## src/rtl/sa_seq_pkg.sv

```systemverilog
// Shared types and sizing helpers for the systolic-array operand sequencer.
package sa_seq_pkg;

  typedef enum logic [2:0] {
    IDLE,
    LOAD_W,
    LOAD_I,
    STORE,
    DONE
  } seq_state_t;

  function automatic int elems_f(input int n);
    return n * n;
  endfunction

  function automatic int bytes_per_phase_f(input int elems);
    return (elems + 1) / 2;
  endfunction

endpackage

```

## src/rtl/sa_nibble_unpack.sv

```systemverilog
// One-byte unpack buffer: presents the low element, then the high element,
// and can take the next byte in the same cycle its high element leaves.
module sa_nibble_unpack
  import sa_seq_pkg::*;
#(
  parameter int BITWIDTH = 4
) (
  input  logic                  clk,
  input  logic                  rst_n,
  input  logic                  enable,
  input  logic                  more,
  input  logic                  consume_last,
  input  logic [2*BITWIDTH-1:0] in_data,
  input  logic                  in_valid,
  output logic                  in_ready,
  output logic                  elem_valid,
  output logic [BITWIDTH-1:0]   elem_data
);

  logic [2*BITWIDTH-1:0] buf_q;
  logic                  full_q;
  logic                  half_q;
  logic                  slot_free;

  assign elem_valid = full_q && enable;
  assign elem_data  = half_q ? buf_q[2*BITWIDTH-1:BITWIDTH] : buf_q[BITWIDTH-1:0];

  // The slot frees up when the buffer is empty, its high element leaves now,
  // or the phase's last element leaves now (its high half is thrown away).
  assign slot_free = !full_q || half_q || consume_last;
  assign in_ready  = enable && slot_free && more;

  always_ff @(posedge clk) begin
    if (!rst_n || !enable) begin
      buf_q  <= '0;
      full_q <= 1'b0;
      half_q <= 1'b0;
    end else if (in_valid && in_ready) begin
      buf_q  <= in_data;
      full_q <= 1'b1;
      half_q <= 1'b0;
    end else if (full_q) begin
      if (half_q || consume_last) begin
        full_q <= 1'b0;
        half_q <= 1'b0;
      end else begin
        half_q <= 1'b1;
      end
    end
  end

endmodule

```

## src/rtl/sa_operand_sequencer.sv

```systemverilog
// Sequences weight, input and store phases for the systolic array.
// Optional store-phase watchdog: define SA_SEQ_TIMEOUT_EN.
//
// state  | meaning
// IDLE   | waiting for start, input not accepted
// LOAD_W | streaming ELEMS weight elements
// LOAD_I | streaming ELEMS input elements
// STORE  | draining array, counting res_valid
// DONE   | one-cycle completion pulse
module sa_operand_sequencer
  import sa_seq_pkg::*;
#(
  parameter int BITWIDTH = 4,
  parameter int N        = 2,
  parameter int RESULTS  = N * N,
  parameter int TIMEOUT  = 64
) (
  input  logic                  clk,
  input  logic                  rst_n,
  input  logic                  start,
  input  logic [2*BITWIDTH-1:0] in_data,
  input  logic                  in_valid,
  output logic                  in_ready,
  output logic [BITWIDTH-1:0]   data_out,
  output logic                  load_weights,
  output logic                  load_inputs,
  output logic                  store_outputs,
  input  logic                  res_valid,
  output logic                  busy,
  output logic                  done,
  output logic                  timeout_err
);

  localparam int ELEMS = elems_f(N);
  localparam int EW    = $clog2(ELEMS + 1);
  localparam int RW    = $clog2(RESULTS + 1);

  seq_state_t          state_q, state_d;
  logic [EW-1:0]       elem_cnt_q;
  logic [RW-1:0]       res_cnt_q;
  logic [BITWIDTH-1:0] data_q;
  logic                load_phase;
  logic                elem_valid;
  logic [BITWIDTH-1:0] elem_data;
  logic                last_elem;
  logic                more;
  logic                consume_last;
  logic                res_last;
  logic                wd_expired;

  assign load_phase   = (state_q == LOAD_W) || (state_q == LOAD_I);
  assign last_elem    = (elem_cnt_q == EW'(ELEMS - 1));
  assign consume_last = elem_valid && last_elem;
  // A weight phase is always followed by an input phase, so a byte can be
  // taken for the inputs while the last weight element is still leaving.
  assign more         = (state_q == LOAD_W) || !elem_valid || !last_elem;
  assign res_last     = (res_cnt_q == RW'(RESULTS - 1));
  assign data_out     = elem_valid ? elem_data : data_q;

  sa_nibble_unpack #(.BITWIDTH(BITWIDTH)) u_unpack (
    .clk          (clk),
    .rst_n        (rst_n),
    .enable       (load_phase),
    .more         (more),
    .consume_last (consume_last),
    .in_data      (in_data),
    .in_valid     (in_valid),
    .in_ready     (in_ready),
    .elem_valid   (elem_valid),
    .elem_data    (elem_data)
  );

  always_comb begin
    state_d       = state_q;
    load_weights  = 1'b0;
    load_inputs   = 1'b0;
    store_outputs = 1'b0;
    busy          = 1'b1;
    done          = 1'b0;
    case (state_q)
      IDLE: begin
        busy = 1'b0;
        if (start) state_d = LOAD_W;
      end
      LOAD_W: begin
        load_weights = elem_valid;
        if (consume_last) state_d = LOAD_I;
      end
      LOAD_I: begin
        load_inputs = elem_valid;
        if (consume_last) state_d = STORE;
      end
      STORE: begin
        store_outputs = 1'b1;
        if ((res_valid && res_last) || wd_expired) state_d = DONE;
      end
      DONE: begin
        done    = 1'b1;
        state_d = IDLE;
      end
      default: state_d = IDLE;
    endcase
  end

  always_ff @(posedge clk) begin
    if (!rst_n) begin
      state_q    <= IDLE;
      elem_cnt_q <= '0;
      res_cnt_q  <= '0;
      data_q     <= '0;
    end else begin
      state_q <= state_d;
      if (state_d != state_q) begin
        elem_cnt_q <= '0;
        res_cnt_q  <= '0;
      end else begin
        if (elem_valid) elem_cnt_q <= elem_cnt_q + 1'b1;
        if (state_q == STORE && res_valid) res_cnt_q <= res_cnt_q + 1'b1;
      end
      if (elem_valid) data_q <= elem_data;
    end
  end

`ifdef SA_SEQ_TIMEOUT_EN
  localparam int TW = $clog2(TIMEOUT + 1);

  logic [TW-1:0] wd_q;
  logic          err_q;

  assign wd_expired  = (state_q == STORE) && !res_valid && (wd_q == '0);
  assign timeout_err = err_q;

  // Down-counter reloaded on STORE entry and on every res_valid.
  always_ff @(posedge clk) begin
    if (!rst_n) begin
      wd_q  <= '0;
      err_q <= 1'b0;
    end else begin
      if (state_q == IDLE && start) err_q <= 1'b0;
      else if (wd_expired)         err_q <= 1'b1;
      if (state_d == STORE && (state_q != STORE || res_valid)) wd_q <= TW'(TIMEOUT - 1);
      else if (state_q == STORE && wd_q != '0)                  wd_q <= wd_q - 1'b1;
    end
  end
`else
  assign wd_expired  = 1'b0;
  // Constant 0; written this way so TIMEOUT stays referenced without the watchdog.
  assign timeout_err = (TIMEOUT < 0);
`endif

endmodule

```

## config.mk

```make
export PLATFORM = sky130hd
export DESIGN_NAME = sa_operand_sequencer
export DESIGN_NICKNAME = d
export VERILOG_FILES = /design/src/rtl/sa_seq_pkg.sv /design/src/rtl/sa_nibble_unpack.sv /design/src/rtl/sa_operand_sequencer.sv
export SDC_FILE = /design/constraint.sdc
export NUM_CORES = 1
export LEC_CHECK = 0
export CORE_MARGIN = 3
export CORE_UTILIZATION = 35
export DETAILED_ROUTE_END_ITERATION = 12
export DONT_BUFFER_PORTS = 1
export GPL_TIMING_DRIVEN = 0
export SLEW_MARGIN = 30
export SYNTH_ARGS = -nofsm -noshare
export SYNTH_HDL_FRONTEND = slang
export SYNTH_SLANG_ARGS = --single-unit
```

## constraint.sdc

```tcl
create_clock -name clk -period 1.8 [get_ports clk]
set_clock_uncertainty 0.2 [all_clocks]
set_input_delay 0.54 -clock clk [delete_from_list [all_inputs] [get_ports clk]]
set_output_delay 0.54 -clock clk [all_outputs]
set_load 0.02 [all_outputs]
```

==> reports/qor.yml <==
ant_nets: 0
synth_mux_area_frac: 0.1202
synth-compound-area-share: 0.1266
hp-class: "primary input to register"
initial_utilization: 0.3728
p_leak_nw: 0.5898
io_buffer_count: 0
cts_max_level: 1
synth-main-ff-cell: "dfxtp_1"
die_y_um: 63.72
worstPathCellList: "ha_4, ha_4, nand2b_4, a311oi_4"
fin_crit_sh: 1.232
fin_area_mm2: 0.001750
clock-sinks: 23
grt_usage: 0.1447
dp_cells: 165
cp-start-kind: "register"
cts_root_buffer: "clkbuf_4"
endpoint_kind: "output port"
synth_top_area_frac: 0.3948
row_count: 20
synth_top_family_by_area: "simple AND/OR/NAND/NOR gates"
finalNonFillerCells: 190
fill_cells: 264
multi_input_area_um2: 845.8
maxSlewViolCount: 0
yosys_warnings: 0
grt_use_met2: 0.2581
wire_per_inst_um: 14.35
cts_tree: "done"
ios: 24
fmax_mhz: 450.8
avgSynthCellArea_um2: 9.637
overflow: 0
ctsHoldBuffers: 0
cap_violations: 0
diodes: 0
routed_via_density: 4.905
vias: 932
use_met1: 0.1699
drc: 0
dp_hpwl_um: 1726
grt_pass1_wl_um: 4698
busiest_layer: "met2"
antenna_found_initial: 0
grt_pass1_vias: 1038
status: "finished, violations left"
synthAdderAreaFrac: 0.04292
synth_edf_count: 0
syn_to_final_growth_pct: 50.11
synth_most_common_cell: "dfxtp_1"
cp.arrival_ns: 1.48
netlist_area_mm2: 0.001166
setup_slack_ns: -0.4184
rsz0062_at_grt: "yes"
grt_max_degree: 14
ys_seq_elements: 23
synth_common_cells: "23 x dfxtp_1, 20 x nor2_1, 14 x mux2i_1, 6 x a21oi_1, 5 x a211oi_1"
synth-xor-area-share: 0.02897
cts_max_path_buffers: 2
synth-simple-area-share: 0.2039
clk_latency_ns: 0.31
critical_path.top_delay_family: "flip-flops"
synth-seq-area-share: 0.3948
async_flop_share: 0
setup_viol: 20
drive_gt1_frac: 0.4863
die_w_um: 63.72
dp_slack_ns: -0.2779
required_ns: 1.06
cts_buffers: 3
yosysTopAreaCell: "dfxtp_1"
finish.utilization: 0.5596
cp_max_fo: 4
ir_drop_uv: 316.5
drtIter0Drc: 32
routed_wl_um: 2727
seq_area_um2: 478.0
r2r_slack_ns: -0.30
path_class: "register to output port"
tns_ns: -5.602
ys_types: 36
period_needed_ns: 2.218
cp.buffers_inverters: 0
drtPass1Iterations: 2
max_stage_delay_ns: 0.36
place.gp.congestion: 0.8414
synthCells: 121
power_density_mw_per_mm2: 503.1
use_met3: 0.02674
placedInstanceArea_mm2: 0.001366
hold_violations: 0
cpMostUsedCell: "ha_4"
clkSlewWorstSetupHoldPaths_ns: 0.14
violations: "setup timing"
slowest_stage: "dfxtp_2"
fp.dieArea_mm2: 0.004060
synth_area_leaders: "dfxtp_1 39%, mux2i_1 12%, nor2_1 6.4%"
coreArea_mm2: 0.003128
finalNetCount: 164
synth_nets: 138
-- per-stage QoR --
stage,hold WS (ns),total power [mW]
after floorplan,0.2596,0.6083
final,0.1680,0.8807
after CTS,0.1587,0.8848
after detailed placement,0.2899,0.6203
after global routing,0.1547,0.9255
after global placement,0.2736,0.6177
-- layer usage --
layer / up-vias / wire [um]
met5: - / 0
li1: 464 / -
met3: 2 / 97
met4: 0 / 18
met1: 447 / 1188
met2: 19 / 1422
-- cells in the final DEF, fill, tap and decap left out, types with 3 or more instances in the layout --
| cell | Yosys | final |
|---|---|---|
| a211oi_1 | 5 | 4 |
| a211oi_2 | 2 | 3 |
| a21oi_4 | 0 | 4 |
| and3_1 | 3 | 3 |
| buf_4 | 2 | 13 |
| buf_6 | 4 | 10 |
| clkbuf_4 | 0 | 3 |
| dfxtp_1 | 23 | 17 |
| dfxtp_4 | 0 | 4 |
| inv_1 | 4 | 3 |
| mux2i_1 | 14 | 13 |
| nand2_1 | 4 | 3 |
| nand2b_1 | 4 | 3 |
| nor2_1 | 20 | 16 |
| nor2_4 | 0 | 4 |
-- state kept, by name (all words and copies together), names as in the netlist --
signal and flops:
u_unpack.buf_q 8, u_unpack.full_q 1, res_cnt_q 3, elem_cnt_q 3
u_unpack.half_q 1, state_q 3, data_q 4
-- logic make-up (layout without fill, tap and decap cells) --
group	count (synthesis)	after routing
XOR/XNOR	3	3
buffers and inverters	14	39
multiplexers	14	14
AO/OA/AOI/OAI	19	19
adder cells (fa/ha/maj)	4	4
other	1	1
AND/OR/NAND/NOR	43	43
flip-flops	23	23
-- cell type report --
| cell class | instances | share of cell area |
|---|---|---|
| multi-input cells | 84 | 0.4832 |
| well taps | 44 | 0.03145 |
| flip-flops and latches | 23 | 0.2731 |
| clock inverters | 1 | 0.002859 |
| plain buffers | 8 | 0.05075 |
| repair buffers | 22 | 0.1330 |
| inverters | 5 | 0.01287 |
| clock buffers | 3 | 0.01287 |
-- report_power, final --
| group | switching (mW) | internal, mW | leakage (nW) |
|---|---|---|---|
| registers | 0.00638 | 0.510 | 0.190 |
| logic | 0.0619 | 0.0602 | 0.382 |
| clock network | 0.159 | 0.0830 | 0.0177 |
| total | 0.227 | 0.653 | 0.590 |
-- final timing paths --
path,start,cells past startpoint,to
worst min-delay path,rst_n,1,state_q[2]$_SDFF_PN0_
worst min register to register,u_unpack.buf_q[6]$_SDFFE_PP0P_,2,u_unpack.buf_q[6]$_SDFFE_PP0P_
worst max register to register,elem_cnt_q[1]$_SDFFE_PP0P_,9,u_unpack.buf_q[0]$_SDFFE_PP0P_
worst max-delay path,elem_cnt_q[1]$_SDFFE_PP0P_,4,in_ready
-- timing repair --
item | CTS | global route
gates cloned | 2 | 0
setup endpoints to repair | 19 | 25
resized for setup | 32 | 11
pin swaps | 12 | 14
buffers inserted | 15 | 7
Note: power is estimated with default switching activity, not from simulation.
